File: src/rtl/mdr_seq_alu.sv
// rtl/mdr_seq_alu.sv - sequential multiply / divide / square-root unit with load-strobed operands
// Operands arrive one per load rising edge; results are registered and held until the next start.
module mdr_seq_alu #(
    parameter int WORD_LENGTH = 16
) (
    input  logic                   clk,
    input  logic                   reset,
    input  logic                   start,
    input  logic                   load,
    input  logic [1:0]             op,
    input  logic [WORD_LENGTH-1:0] data,
    output logic                   loadX,
    output logic                   loadY,
    output logic                   busy,
    output logic                   ready,
    output logic [WORD_LENGTH-1:0] result,
    output logic [WORD_LENGTH-1:0] remainder,
    output logic                   sign,
    output logic                   error
);

    localparam int W  = WORD_LENGTH;
    localparam int CW = $clog2(W + 1);

    typedef enum logic [2:0] {IDLE, WAIT_X, WAIT_Y, COMPUTE, DONE} state_t;

    state_t         state_q, state_d;
    logic [1:0]     op_q, op_d;
    logic           load_q, load_d;
    logic [W-1:0]   x_mag_q, x_mag_d;
    logic           x_neg_q, x_neg_d;
    logic           y_neg_q, y_neg_d;
    logic [CW-1:0]  cnt_q, cnt_d;
    logic [2*W-1:0] acc_q, acc_d;
    logic [2*W-1:0] mc_q, mc_d;
    logic [W-1:0]   sh_q, sh_d;
    logic [W-1:0]   result_q, result_d;
    logic [W-1:0]   rem_q, rem_d;
    logic           sign_q, sign_d;
    logic           error_q, error_d;

    logic           load_rise;
    logic           data_neg;
    logic [W-1:0]   data_mag;
    logic [2*W-1:0] mul_acc;
    logic [W-1:0]   div_shift;
    logic [W:0]     div_trial;
    logic           div_ge;
    logic [W-1:0]   div_rem;
    logic [W-1:0]   div_quo;
    logic [W+1:0]   sq_shift;
    logic [W+2:0]   sq_diff;
    logic           sq_ge;
    logic [W+1:0]   sq_rem;
    logic [W-1:0]   sq_root;

    assign load_rise = load & ~load_q;
    assign data_neg  = data[W-1];
    assign data_mag  = data_neg ? (~data + {{(W-1){1'b0}}, 1'b1}) : data;

    // acc holds the product (multiply) or the partial remainder (divide, sqrt);
    // mc holds the shifted multiplicand, the divisor, or the developing root.
    assign mul_acc   = sh_q[0] ? (acc_q + mc_q) : acc_q;
    assign div_shift = {acc_q[W-2:0], sh_q[W-1]};
    assign div_trial = {1'b0, div_shift} - {1'b0, mc_q[W-1:0]};
    assign div_ge    = ~div_trial[W];
    assign div_rem   = div_ge ? div_trial[W-1:0] : div_shift;
    assign div_quo   = {sh_q[W-2:0], div_ge};
    assign sq_shift  = {acc_q[W-1:0], sh_q[W-1:W-2]};
    assign sq_diff   = {1'b0, sq_shift} - {1'b0, mc_q[W-1:0], 2'b01};
    assign sq_ge     = ~sq_diff[W+2];
    assign sq_rem    = sq_ge ? sq_diff[W+1:0] : sq_shift;
    assign sq_root   = {mc_q[W-2:0], sq_ge};

    always_comb begin
        state_d  = state_q;
        op_d     = op_q;
        load_d   = load;
        x_mag_d  = x_mag_q;
        x_neg_d  = x_neg_q;
        y_neg_d  = y_neg_q;
        cnt_d    = cnt_q;
        acc_d    = acc_q;
        mc_d     = mc_q;
        sh_d     = sh_q;
        result_d = result_q;
        rem_d    = rem_q;
        sign_d   = sign_q;
        error_d  = error_q;
        case (state_q)
            IDLE, DONE: begin
                if (start) begin
                    state_d = WAIT_X;
                    op_d    = op;
                    error_d = 1'b0;
                end
            end
            WAIT_X: begin
                if (load_rise) begin
                    x_neg_d = data_neg;
                    x_mag_d = data_mag;
                    if (op_q == 2'b00 || op_q == 2'b01) begin
                        state_d = WAIT_Y;
                    end else begin
                        state_d = COMPUTE;
                        cnt_d   = '0;
                        acc_d   = '0;
                        mc_d    = '0;
                        sh_d    = data;
                    end
                end
            end
            WAIT_Y: begin
                if (load_rise) begin
                    y_neg_d = data_neg;
                    state_d = COMPUTE;
                    cnt_d   = '0;
                    acc_d   = '0;
                    if (op_q == 2'b00) begin
                        mc_d = {{W{1'b0}}, x_mag_q};
                        sh_d = data_mag;
                    end else begin
                        mc_d = {{W{1'b0}}, data_mag};
                        sh_d = x_mag_q;
                    end
                end
            end
            COMPUTE: begin
                cnt_d = cnt_q + {{(CW-1){1'b0}}, 1'b1};
                case (op_q)
                    2'b00: begin
                        acc_d = mul_acc;
                        mc_d  = {mc_q[2*W-2:0], 1'b0};
                        sh_d  = {1'b0, sh_q[W-1:1]};
                        if (cnt_q == CW'(W - 1)) begin
                            state_d  = DONE;
                            result_d = mul_acc[W-1:0];
                            rem_d    = '0;
                            error_d  = |mul_acc[2*W-1:W];
                            sign_d   = (x_neg_q ^ y_neg_q) & (|mul_acc);
                        end
                    end
                    2'b01: begin
                        if (mc_q == '0) begin
                            state_d  = DONE;
                            result_d = '1;
                            rem_d    = x_mag_q;
                            sign_d   = 1'b0;
                            error_d  = 1'b1;
                        end else begin
                            acc_d = {{W{1'b0}}, div_rem};
                            sh_d  = div_quo;
                            if (cnt_q == CW'(W - 1)) begin
                                state_d  = DONE;
                                result_d = div_quo;
                                rem_d    = div_rem;
                                error_d  = 1'b0;
                                sign_d   = (x_neg_q ^ y_neg_q) & (|div_quo);
                            end
                        end
                    end
                    2'b10: begin
                        if (x_neg_q) begin
                            state_d  = DONE;
                            result_d = '0;
                            rem_d    = '0;
                            sign_d   = 1'b0;
                            error_d  = 1'b1;
                        end else begin
                            acc_d = {{(W-2){1'b0}}, sq_rem};
                            mc_d  = {{W{1'b0}}, sq_root};
                            sh_d  = {sh_q[W-3:0], 2'b00};
                            if (cnt_q == CW'(W / 2 - 1)) begin
                                state_d  = DONE;
                                result_d = sq_root;
                                rem_d    = sq_rem[W-1:0];
                                sign_d   = 1'b0;
                                error_d  = 1'b0;
                            end
                        end
                    end
                    default: begin
                        state_d  = DONE;
                        result_d = '0;
                        rem_d    = '0;
                        sign_d   = 1'b0;
                        error_d  = 1'b1;
                    end
                endcase
            end
            default: state_d = IDLE;
        endcase
    end

    always_ff @(posedge clk or negedge reset) begin
        if (!reset) begin
            state_q  <= IDLE;
            op_q     <= '0;
            load_q   <= 1'b0;
            x_mag_q  <= '0;
            x_neg_q  <= 1'b0;
            y_neg_q  <= 1'b0;
            cnt_q    <= '0;
            acc_q    <= '0;
            mc_q     <= '0;
            sh_q     <= '0;
            result_q <= '0;
            rem_q    <= '0;
            sign_q   <= 1'b0;
            error_q  <= 1'b0;
        end else begin
            state_q  <= state_d;
            op_q     <= op_d;
            load_q   <= load_d;
            x_mag_q  <= x_mag_d;
            x_neg_q  <= x_neg_d;
            y_neg_q  <= y_neg_d;
            cnt_q    <= cnt_d;
            acc_q    <= acc_d;
            mc_q     <= mc_d;
            sh_q     <= sh_d;
            result_q <= result_d;
            rem_q    <= rem_d;
            sign_q   <= sign_d;
            error_q  <= error_d;
        end
    end

    assign loadX     = (state_q == WAIT_X);
    assign loadY     = (state_q == WAIT_Y);
    assign busy      = (state_q == COMPUTE);
    assign ready     = (state_q == DONE);
    assign result    = result_q;
    assign remainder = rem_q;
    assign sign      = sign_q;
    assign error     = error_q;

endmodule

File: config.mk
export PLATFORM = sky130hd
export DESIGN_NAME = mdr_seq_alu
export DESIGN_NICKNAME = d
export VERILOG_FILES = /design/src/rtl/mdr_seq_alu.sv
export SDC_FILE = /design/constraint.sdc
export NUM_CORES = 1
export LEC_CHECK = 0
export ABC_AREA = 0
export CAP_MARGIN = 10
export CORE_AREA = 2 2 201 203
export CTS_CLUSTER_DIAMETER = 80
export CTS_CLUSTER_SIZE = 10
export DETAILED_ROUTE_END_ITERATION = 10
export DIE_AREA = 0 0 203 205
export SYNTH_ARGS = -nofsm -noshare
export SYNTH_HDL_FRONTEND = slang
export SYNTH_SLANG_ARGS = --single-unit
File: constraint.sdc
create_clock -name clk -period 5.9 [get_ports clk]
set_input_delay 1.18 -clock clk [delete_from_list [all_inputs] [get_ports clk]]
set_output_delay 1.18 -clock clk [all_outputs]
set_load 0.02 [all_outputs]
==> qor.csv <==
metric;value;unit
max-slew violations;0;
switching pwr;0.004195;W
drc violations;0;
final core occ;33.94;%
Fill cells;4082;
synth unique cells;85;
TritonCTS Buffers;17;
Pwr Density;589.2;nW/µm²
RSZ-0062 raised after global routing;no;
top-area cell type share of the netlist area;30.54;%
ys async rst share;100.0;%
Worst VDD drop;229.7;µV
GR Overflow Total;0;
Final Skew;0.007180;ns
predominant post-synthesis flop cell;dfrtp_1;
clk_lat worst skew;0.44;ns
die area;41620;µm²
layout cell share with drive strength beyond 1;6.542;%
FMAX;0.2317;GHz
Crit Path Class;reg2reg;
Min Clock Period, post-route;4.317;ns
placed wire-length estimate;32300;µm
combinational fraction of design power;62.6;%
status;finished, final reports clean;
remaining antenna violation count after routing;0;
CP arrival;4.66;ns
Slew headroom;18.17;%
setup TNS;0;ns
CP Launch Type;flop;
Worst Reg2Reg Path Length in Cells;10;
WHS Path Cells;1;
first-pass GRT wire length;67410;µm
cells after synthesis;1476;
worst hold path type;reg2reg;
antenna violations before repair;1;
Worst-path clk slew;0.07;ns
Syn. warnings;0;
Post-CTS Hold Buffers;0;
Reg2Reg Setup Slack;1.58;ns
TritonCTS clock tree;done;
power share of the clock group;14.3;%
via count;11830;
top-count cell post-synth;nand2_1;
cell taking the most area after synthesis;dfrtp_1;
core footprint;39370;µm²
Mean Syn Cell Area;7.940;µm²
Nets;1580;
area used by multi-input combinational logic;7585;µm²
Mapped Nets;1571;
setup bufs post-CTS;0;
Routed WL;43540;µm
H-tree Lvls;4;
endpoints failing hold;0;
# IOs;60;
First DRT Iteration DRCs;1292;
Ant. Diodes;0;
Post-CTS Resized;0;
Buffers on Ports;59;
largest net degree at the start of global routing;67;
crit end category;flop;
Tightest Pin Transition;1.223;ns
P&R area growth vs syn;14.03;%
Total Routing Usage GR;20.88;%
Finish-stage setup viols;0;
drt pass-1 iters;6;
initial core utilization;29.77;%
post-DR wirelength/cell;21.52;µm
maxcap violations;0;
Final Wtd Congestion;1.015;
register area share after synthesis;30.54;%
die width;203;µm
Lkg Pwr;5.504;nW
register area;3580;µm²
# clock sinks;143;
Required @ worst endpoint;6.25;ns
top cells by count, synth;nand2_1 (185), nor2_1 (155), dfrtp_1 (143);
Die Y;205;µm
number of synthesized flops with an enable pin;0;
Synth area leaders;dfrtp_1 (31%), ha_1 (7.6%), o21ai_0 (6.0%);
P_int;0.003679;W
Max clock buf depth;2;
sequential power share;23.1;%
Placement Rows;73;
mapped cell area;11720;µm²
Final Cycle Share;73.17;%
Synth Register Bits;143;
Vias/cell;5.848;
Net Sw Frac;53.28;%
Root Driver;clkbuf_16;
vias in the first global route;11224;
CP max FO;27;
## power by group through the flow
stage | Sequential, W | Clock, W | Combinational, W
after floorplan | 0.00164 | 0 | 0.00341
after global placement | 0.00181 | 0 | 0.00478
after detailed placement | 0.00181 | 0 | 0.00477
after CTS | 0.00180 | 0.00114 | 0.00480
after global routing | 0.00185 | 0.00118 | 0.00533
final | 0.00182 | 0.00112 | 0.00493
## critical path: stages, from the launching register on
cell      delay [ns]
dfrtp_1         0.54
nor4_1          0.59
nand4_1         0.19
or2_1           0.67
a21oi_1         0.40
nor2_1          0.10
nor3_2          0.36
nand2_1         0.28
nor2_1          0.67
nand3_1         0.26
o211ai_1        0.16
## per-layer routing
layer / up-vias / global-route usage, % / part of all wire [%]
li1: 5459 / - / -
met2: 625 / 32.75 / 45
met1: 5630 / 28.17 / 43
met3: 116 / 3.770 / 7.9
met4: 0 / 8.889 / 4.1
met5: - / 0 / 0
## layout make-up
type,instances,share of cell area [%]
Clock inverter,15,1.311
Sequential cell,143,26.79
Tap cell,525,4.916
Timing Repair Buffer,78,5.496
Clock buffer,17,3.184
Inverter,55,1.545
Multi-Input combinational cell,1190,56.76
## cell usage in the layout (no fill, tap or decap), types with 8 or more instances in the layout
master | synthesis | routed
mux2i_1 | 18 | 18
xor2_1 | 26 | 26
nand4_1 | 12 | 12
clkbuf_16 | 0 | 17
clkdlybuf4s50_1 | 0 | 58
nor2_1 | 155 | 155
a211o_1 | 8 | 8
o211ai_1 | 12 | 12
mux2_2 | 9 | 9
dfrtp_1 | 143 | 142
a221oi_1 | 35 | 35
o31ai_1 | 14 | 14
inv_1 | 51 | 51
a211oi_1 | 11 | 11
nand2_1 | 185 | 184
a21oi_1 | 127 | 127
o21bai_1 | 10 | 10
a22oi_1 | 25 | 25
o21ai_0 | 140 | 140
a21o_1 | 15 | 15
buf_4 | 4 | 19
o22ai_1 | 13 | 13
or3_1 | 8 | 8
xnor2_1 | 38 | 38
o21a_1 | 8 | 8
o221ai_1 | 12 | 12
nand2b_1 | 13 | 13
a31oi_1 | 12 | 11
nand3_1 | 17 | 17
nor4_1 | 15 | 15
nor3_1 | 37 | 36
nor2b_1 | 12 | 12
a22o_1 | 20 | 20
ha_1 | 71 | 70
## per-stage QoR
| stage | total power, W | cell area, µm² | std cells | setup WS, ns | hold WS (ns) |
|---|---|---|---|---|---|
| 2_1_floorplan | 0.005050 | 11720 | 1476 | 2.585 | 0.4653 |
| 3_3_place_gp | 0.006584 | 12760 | 1991 | 1.511 | 0.4668 |
| 3_5_place_dp | 0.006579 | 12760 | 1991 | 1.512 | 0.4651 |
| 4_1_cts | 0.007737 | 13360 | 2023 | 1.680 | 0.4799 |
| 5_1_grt | 0.008363 | 13360 | 2023 | 1.238 | 0.5086 |
| 6_report | 0.007874 | 13360 | 2023 | 1.583 | 0.4793 |
## flip-flops by register name, summed over array words and instances (netlist names)
name       count
remainder     16
x_mag_q       16
sign           1
acc_q         32
error          1
result        16
op_q           2
state_q        3
cnt_q          5
load_q         1
x_neg_q        1
sh_q          16
y_neg_q        1
mc_q          32
## cells by family after synthesis
| family | after synthesis | synth area share (%) |
|---|---|---|
| muxes | 27 | 2.402 |
| buffers and inverters | 143 | 5.007 |
| adders and majority gates | 73 | 7.922 |
| AOI/OAI and AO/OA | 531 | 30.27 |
| xor gates and xnor gates | 64 | 4.783 |
| and+or+nand+nor | 495 | 19.08 |
| DFF | 143 | 30.54 |
## path summary, 6_finish.rpt
path	startpoint	to
min in group asynchronous	reset	state_q[1]$_DFFE_PN0P_
worst max-delay path	mc_q[7]$_DFFE_PN0P_	remainder[15]$_DFFE_PN0P_
worst min-delay path	result[2]$_DFFE_PN0P_	result[2]$_DFFE_PN0P_
max in group asynchronous	reset	acc_q[19]$_DFFE_PN0P_
worst min register to register	result[2]$_DFFE_PN0P_	result[2]$_DFFE_PN0P_
worst max register to register	mc_q[7]$_DFFE_PN0P_	remainder[15]$_DFFE_PN0P_
No activity file was read; power rests on OpenSTA's default activity.
